[src/rtl/uart_tx_serializer.sv]
// -----------------------------------------------------------------------------
// UartTxSerializer (module uart_tx_serializer)
//
// Purpose:
//   Serializes parallel logger words onto an asynchronous UART line using
//   8N1-style framing, LSB first. Words arrive from the capture path through a
//   valid/ready handshake. The serial output feeds the board's USB-UART bridge.
//   The datapath consists of a bit-period counter, a bit index counter and a
//   shift register.
//
// Optional feature:
//   Define the macro PARITY_EN to insert a parity bit between the data bits
//   and the stop bit(s). PARITY_ODD selects odd (1) or even (0) parity. When
//   PARITY_EN is undefined, there is no parity state or parity logic, and
//   PARITY_ODD has no effect.
//
// Parameters:
//   DATA_WIDTH    payload bits per frame (5..9)
//   CLKS_PER_BIT  clk cycles per UART bit (>= 2)
//   STOP_BITS     number of stop bits (1 or 2)
//   PARITY_ODD    0 = even parity, 1 = odd parity (PARITY_EN builds only)
//
// Ports:
//   clk    in   system clock; all logic runs on posedge
//   clr    in   synchronous, active-high reset; aborts any frame in progress
//   data   in   word to send; sampled only on the handshake edge
//   valid  in   upstream has a word
//   ready  out  block can accept a word (high only in IDLE)
//   busy   out  frame in progress (inverse of ready)
//   tx     out  serial line, idle high
// -----------------------------------------------------------------------------
module uart_tx_serializer #(
  parameter int DATA_WIDTH   = 8,
  parameter int CLKS_PER_BIT = 434,
  parameter int STOP_BITS    = 1,
  parameter int PARITY_ODD   = 0
) (
  input  logic                  clk,
  input  logic                  clr,
  input  logic [DATA_WIDTH-1:0] data,
  input  logic                  valid,
  output logic                  ready,
  output logic                  busy,
  output logic                  tx
);

  localparam int CW = $clog2(CLKS_PER_BIT);
  localparam int IW = $clog2((DATA_WIDTH > STOP_BITS) ? DATA_WIDTH : STOP_BITS);

  localparam logic [CW-1:0] LAST_CNT  = CW'(CLKS_PER_BIT - 1);
  localparam logic [IW-1:0] LAST_DATA = IW'(DATA_WIDTH - 1);
  localparam logic [IW-1:0] LAST_STOP = IW'(STOP_BITS - 1);

  typedef enum logic [2:0] {
    S_IDLE,
    S_START,
    S_DATA,
`ifdef PARITY_EN
    S_PARITY,
`endif
    S_STOP
  } state_t;

  state_t                state;
  state_t                state_next;
  logic [CW-1:0]         bit_cnt;
  logic [IW-1:0]         bit_idx;
  logic [DATA_WIDTH-1:0] shift_reg;
  logic [DATA_WIDTH-1:0] shift_next;
  logic                  bit_end;
  logic                  handshake;
  logic                  tx_next;
  logic                  ready_next;
  logic                  busy_next;
`ifdef PARITY_EN
  logic                  par_bit;
  logic                  par_next;
`endif

  // A bit boundary is the final cycle of the current bit period. The counter
  // rests at zero in IDLE, so this stays low there because CLKS_PER_BIT >= 2.
  assign bit_end   = (bit_cnt == LAST_CNT);
  assign handshake = (state == S_IDLE) && valid;

  // State register together with the counters, datapath and registered outputs.
  // Outputs take the values computed for the state being entered, so tx falls
  // on the same edge that captures the word. The line changes only at bit
  // boundaries or on handshake and clr edges.
  always_ff @(posedge clk) begin
    if (clr) begin
      state     <= S_IDLE;
      tx        <= 1'b1;
      ready     <= 1'b1;
      busy      <= 1'b0;
      bit_cnt   <= '0;
      bit_idx   <= '0;
      shift_reg <= '0;
`ifdef PARITY_EN
      par_bit   <= 1'b0;
`endif
    end else begin
      state     <= state_next;
      tx        <= tx_next;
      ready     <= ready_next;
      busy      <= busy_next;
      shift_reg <= shift_next;
`ifdef PARITY_EN
      par_bit   <= par_next;
`endif

      // The bit-period counter wraps at every boundary and on every state
      // change. It stays at zero while IDLE.
      if ((state_next != state) || bit_end) begin
        bit_cnt <= '0;
      end else if (state != S_IDLE) begin
        bit_cnt <= bit_cnt + 1'b1;
      end

      // The bit index counts data bits in DATA and stop bits in STOP. Every
      // state change clears it.
      if (state_next != state) begin
        bit_idx <= '0;
      end else if (bit_end && ((state == S_DATA) || (state == S_STOP))) begin
        bit_idx <= bit_idx + 1'b1;
      end
    end
  end

  // Next-state logic. A valid word seen while not IDLE is ignored and is not
  // queued.
  always_comb begin
    state_next = state;
    case (state)
      S_IDLE: begin
        if (valid) state_next = S_START;
      end
      S_START: begin
        if (bit_end) state_next = S_DATA;
      end
      S_DATA: begin
        if (bit_end && (bit_idx == LAST_DATA)) begin
`ifdef PARITY_EN
          state_next = S_PARITY;
`else
          state_next = S_STOP;
`endif
        end
      end
`ifdef PARITY_EN
      S_PARITY: begin
        if (bit_end) state_next = S_STOP;
      end
`endif
      S_STOP: begin
        if (bit_end && (bit_idx == LAST_STOP)) state_next = S_IDLE;
      end
      default: state_next = S_IDLE;
    endcase
  end

  // Datapath next values. The word and its parity are captured at the
  // handshake. The shift register moves right only at data-bit boundaries,
  // so bit 0 is still in place when DATA is entered from START.
  always_comb begin
    shift_next = shift_reg;
    if (handshake) begin
      shift_next = data;
    end else if ((state == S_DATA) && bit_end) begin
      shift_next = shift_reg >> 1;
    end
  end

`ifdef PARITY_EN
  always_comb begin
    par_next = par_bit;
    if (handshake) begin
      par_next = (^data) ^ (PARITY_ODD != 0);
    end
  end
`endif

  // Output logic. This computes the line level and the handshake flags for
  // the state being entered. The state register block then registers them.
  always_comb begin
    tx_next = 1'b1;
    case (state_next)
      S_START:  tx_next = 1'b0;
      S_DATA:   tx_next = shift_next[0];
`ifdef PARITY_EN
      S_PARITY: tx_next = par_next;
`endif
      default:  tx_next = 1'b1;
    endcase
    ready_next = (state_next == S_IDLE);
    busy_next  = (state_next != S_IDLE);
  end

endmodule

[config.mk]
export PLATFORM = sky130hd
export DESIGN_NAME = uart_tx_serializer
export DESIGN_NICKNAME = d
export VERILOG_FILES = /design/src/rtl/uart_tx_serializer.sv
export SDC_FILE = /design/constraint.sdc
export NUM_CORES = 1
export LEC_CHECK = 0
export BUFFER_PORTS_ARGS = -buffer_cell sky130_fd_sc_hd__buf_2
export CORE_MARGIN = 4
export CORE_UTILIZATION = 30
export DETAILED_ROUTE_END_ITERATION = 10
export GPL_TIMING_DRIVEN = 0
export PLACE_DENSITY = 0.56
export RECOVER_POWER = 50
export SYNTH_ARGS = -nofsm -noshare
export SYNTH_HDL_FRONTEND = slang
export SYNTH_SLANG_ARGS = --single-unit
[constraint.sdc]
create_clock -name clk -period 1.95 [get_ports clk]
set_input_delay 0.39 -clock clk [delete_from_list [all_inputs] [get_ports clk]]
set_output_delay 0.39 -clock clk [all_outputs]
set_load 0.01 [all_outputs]
Word-level counts from Yosys, hierarchy flattened
Index checks and enable logic that the tools add are counted.
Operators by class
  $add $sub $neg: 2
  $mul: 0
  div/mod/pow operators: 0
  magnitude comparators: 0
  equal/unequal tests: 8
  shift operators: 0
  muxes and demuxes: 8
  bitwise operators: 0
  reduce and logical (&&, ||, !) cells: 15
Operator list (number)
  $mux W8: 2
  $mux W3: 4
  $pmux W3 S4: 1
  $add A9 B1 Y9 const B: 1
  $eq A3 B2 Y1 const B: 3
  $eq A9 B9 Y1 const B: 1
  $logic_not A3 Y1: 3
  $eq A3 B1 Y1 const B: 2
  $reduce_bool A3 Y1: 2
  $logic_and A1 B1 Y1: 5
  $reduce_or A2 Y1: 2
  $add A3 B1 Y3 const B: 1
  $eq A3 B3 Y1 const B: 1
  $ne A3 B3 Y1: 1
  $logic_or A1 B1 Y1: 2
  $pmux W1 S2: 1
  $reduce_bool A2 Y1: 1
Word-level totals
  flip-flop bits (word level): 26
  bits in latches: 0
  RAM bits: 0
  ROM bits: 0
  output and inout bits: 3
  memories: 0

Depth between registers and ports, before layout
  word-level depth: 7
  mapped depth: 8
  depth with buffers taken out: 7

Worst setup path before layout
Ideal clock, no wire load.
  path kind: flip-flop to flip-flop
  start: register bit_cnt[1]
  end: register ready
  setup time: 0.120 ns
  arrival time: 1.456 ns
  required time: 1.830 ns
  slack: 0.375 ns
  cell stages (with the launch flop): 7
  buffers on the path: 0
  clock period less this slack: 1.575 ns
  cell sequence: dfxtp_1 -> inv_1 -> ha_1 -> and4b_1 -> and2_4 -> a311o_1 -> a211o_1
Between the ends
  word-level cells in the longest chain between the ends: 5
  elaborated cells on any way between the ends: 8
RTL lines
  from (decl): RTL line 66  | logic [CW-1:0] bit_cnt;
  from (signal assigned): RTL line 116  | bit_cnt <= bit_cnt + 1'b1;
  $eq A9 B9 Y1 *: RTL line 82  | assign bit_end = (bit_cnt == LAST_CNT);
  $logic_and A1 B1 Y1, on equally long branches: RTL line 155, 141
  $mux W3, on equally long branches: RTL line 155, 141
  $pmux W3 S4 *: RTL line 133  | case (state)
  $logic_not A3 Y1 *: RTL line 194  | ready_next = (state_next == S_IDLE);
  to (signal assigned): RTL line 104  | ready <= ready_next;
  to (decl): RTL line 42  | output logic ready,
Mark *: on every way between the ends. The rest lies on a longest branch, timed or not.
A chain may end at the register's enable or synchronous reset.

Worst setup path in the final report
Ends and elaborated chain as after synthesis.

==> results.cfg <==
[run_status]
status = finished, final reports clean

[global_routing]
overflow = 0
grt_usage_pct = 9.75
grt_max_degree = 15
first_global_vias = 991
grt_pass1_wl_um = 4240
antenna_found_initial = 0

[flow_run]
drv_cap = 0

[logic_synthesis]
syn_area_um2 = 1310
synth.most_common_cell = dfxtp_1
synth.distinct_cells = 41
synth_seq_cells = 26
synth_edf_count = 0
synth_top_cell_area_share_pct = 39.7
synth_area_leaders = dfxtp_1, mux2i_1, nor2_1
syn_inst = 139
synth_warnings = 0
ys_seq_area_share_pct = 39.7
synth_largest_area_cell = dfxtp_1
ys_top_cells_by_count = dfxtp_1, nor2_1, mux2i_1
avgSynthCellArea_um2 = 9.42
ys.flop_type = dfxtp_1
synth-async-reset-ratio_pct = 0
syn_nets = 155

[drt]
first_pass_iters = 4
wl_met3_um = 104
wl_um = 2410
post_drt_wl_per_cell_um = 11.7
drc = 0
drt_iter0_drc = 55
wirelength_met1_um = 1190
wl_met2_um = 1070
highest_layer = met4
vias = 973
vias_per_cell = 4.72
ant_nets = 0

[worst_setup_path]
r2r_slack_ns = 0.18
cp-end-kind = register
cp-start-kind = register
r2r_end = ready
critPathKind = register to register
regToRegStartpoint = bit_cnt[1]
worstPathMaxFanout = 6
arrival_ns = 1.93
crit_required_ns = 2.12
r2r_cells = 7

[sta]
fmax_mhz = 566
setup_viol_count_final = 0
min_period_ns = 1.77
tns_ns = 0
holdWs_ns = 0.326
hold_viol_final = 0
fin_crit_sh_pct = 90.6
final_max_slew_viol_count = 0
rsz0062_at_grt = false
skew_ns = 0.00689

[hold_path]
hold_path_class = input pin to register
min_to = shift_reg[0]
min_from = clr
hold_depth = 2

[clock_network]
root_buffer = clkbuf_8
clkLatencyLatePin_ns = 0.27
cts_hold_buf = 0
cts_buffers = 3
clk_pin_slew_ns = 0.09
cts_max_path_buffers = 2
cts_tree = yes
cts_resized = 0
cts.sink_count = 26
post_cts_buffers = 0
htreeDepth = 1

[die]
start_util_pct = 31.8
rows = 23
die-area_um2 = 5490
core_um2 = 4120
die_w_um = 74.1
io_pins = 14
dieHeight_um = 74.1

[finish]
n_antenna_cell = 0
layout.nets = 173
drive_gt1_share_pct = 16.0
fill_cells = 423
synthToLayoutAreaGrowth_pct = 13.7
largest_register_ffs = 9

[power]
leakagePower_nw = 0.617
ir_drop_v = 0.000248
powerDensity_nw_per_um2 = 660

[placement]
place_congestion = 0.848
portBuffers = 13
dp_hpwl_um = 1860
==> worst max path at each step <==
stage                     cells after the start  endpoint  startpoint
after floorplan                               6     ready  bit_cnt[1]
after global placement                        7     ready  bit_cnt[1]
after detailed placement                      7     ready  bit_cnt[1]
after CTS                                     7     ready  bit_cnt[1]
after global routing                          7     ready  bit_cnt[1]
final                                         7     ready  bit_cnt[1]
==> power breakdown <==
part           switching, W  internal (W)
clock              0.000164      0.000180
sequential       0.00000900      0.000547
combinational     0.0000443     0.0000379
==> placed cells by master, fill, tap and decap left out, types with 2 or more instances in the layout <==
cell,synthesis,layout
dfxtp_1,26,26
nor2_1,21,21
buf_2,2,12
mux2i_1,10,10
a211oi_1,7,7
xor2_1,6,6
inv_1,5,5
clkbuf_1,2,5
nand3_1,5,5
nand2_1,5,5
ha_1,5,5
a21oi_1,4,4
clkbuf_8,0,4
nor3_1,3,3
nand2b_1,3,3
xnor2_1,3,3
and3_1,3,3
buf_6,2,2
nor2b_1,2,2
a31oi_1,2,2
or2b_1,2,2
==> metal layers <==
metal | GRT usage, % | vias to the layer above
li1 | - | 519
met1 | 12.8 | 435
met2 | 14.9 | 13
met3 | 3.38 | 6
met4 | 3.42 | 0
met5 | 0 | -
==> worst max-delay path: stages, from the launching register on <==
cell and delay (ns):
dfxtp_1 0.38, inv_1 0.06, ha_1 0.17, and4b_1 0.24
and2_4 0.19, o22ai_1 0.21, nor2_1 0.12, a211o_1 0.30
==> per-stage QoR <==
stage	worst slack, ns	cell area (µm²)	power (W)	instances	util [%]
finish	0.184	1490	0.000983	206	36.2
global route	0.0533	1490	0.00103	206	36.2
CTS	0.185	1490	0.00100	206	36.3
detailed placement	0.197	1440	0.000651	202	34.9
global placement	0.257	1440	0.000648	202	34.9
floorplan	0.375	1310	0.000625	139	-
==> cells by family after synthesis <==
logic type / Yosys count / share of synthesized area [%]
AND/OR/NAND/NOR: 56 / 25.3
flip-flops: 26 / 39.7
AO/OA/AOI/OAI: 20 / 11.2
buffers and inverters: 12 / 5.06
multiplexers: 10 / 7.64
XOR/XNOR: 9 / 6.02
adder cells (fa/ha/maj): 5 / 4.78
other: 1 / 0.286
==> final cells by class <==
cell class                      count  area (µm²)  area share (%)
Timing Repair Buffer               13        61.3            4.12
Multi-Input combinational cell    101         723            48.6
Clock buffer                        4        55.1            3.70
Tap cell                           50        62.6            4.20
Sequential cell                    26         520            35.0
Inverter                            5        18.8            1.26
Buffer                              7        47.5            3.19
(Power assumes the default switching activity.)
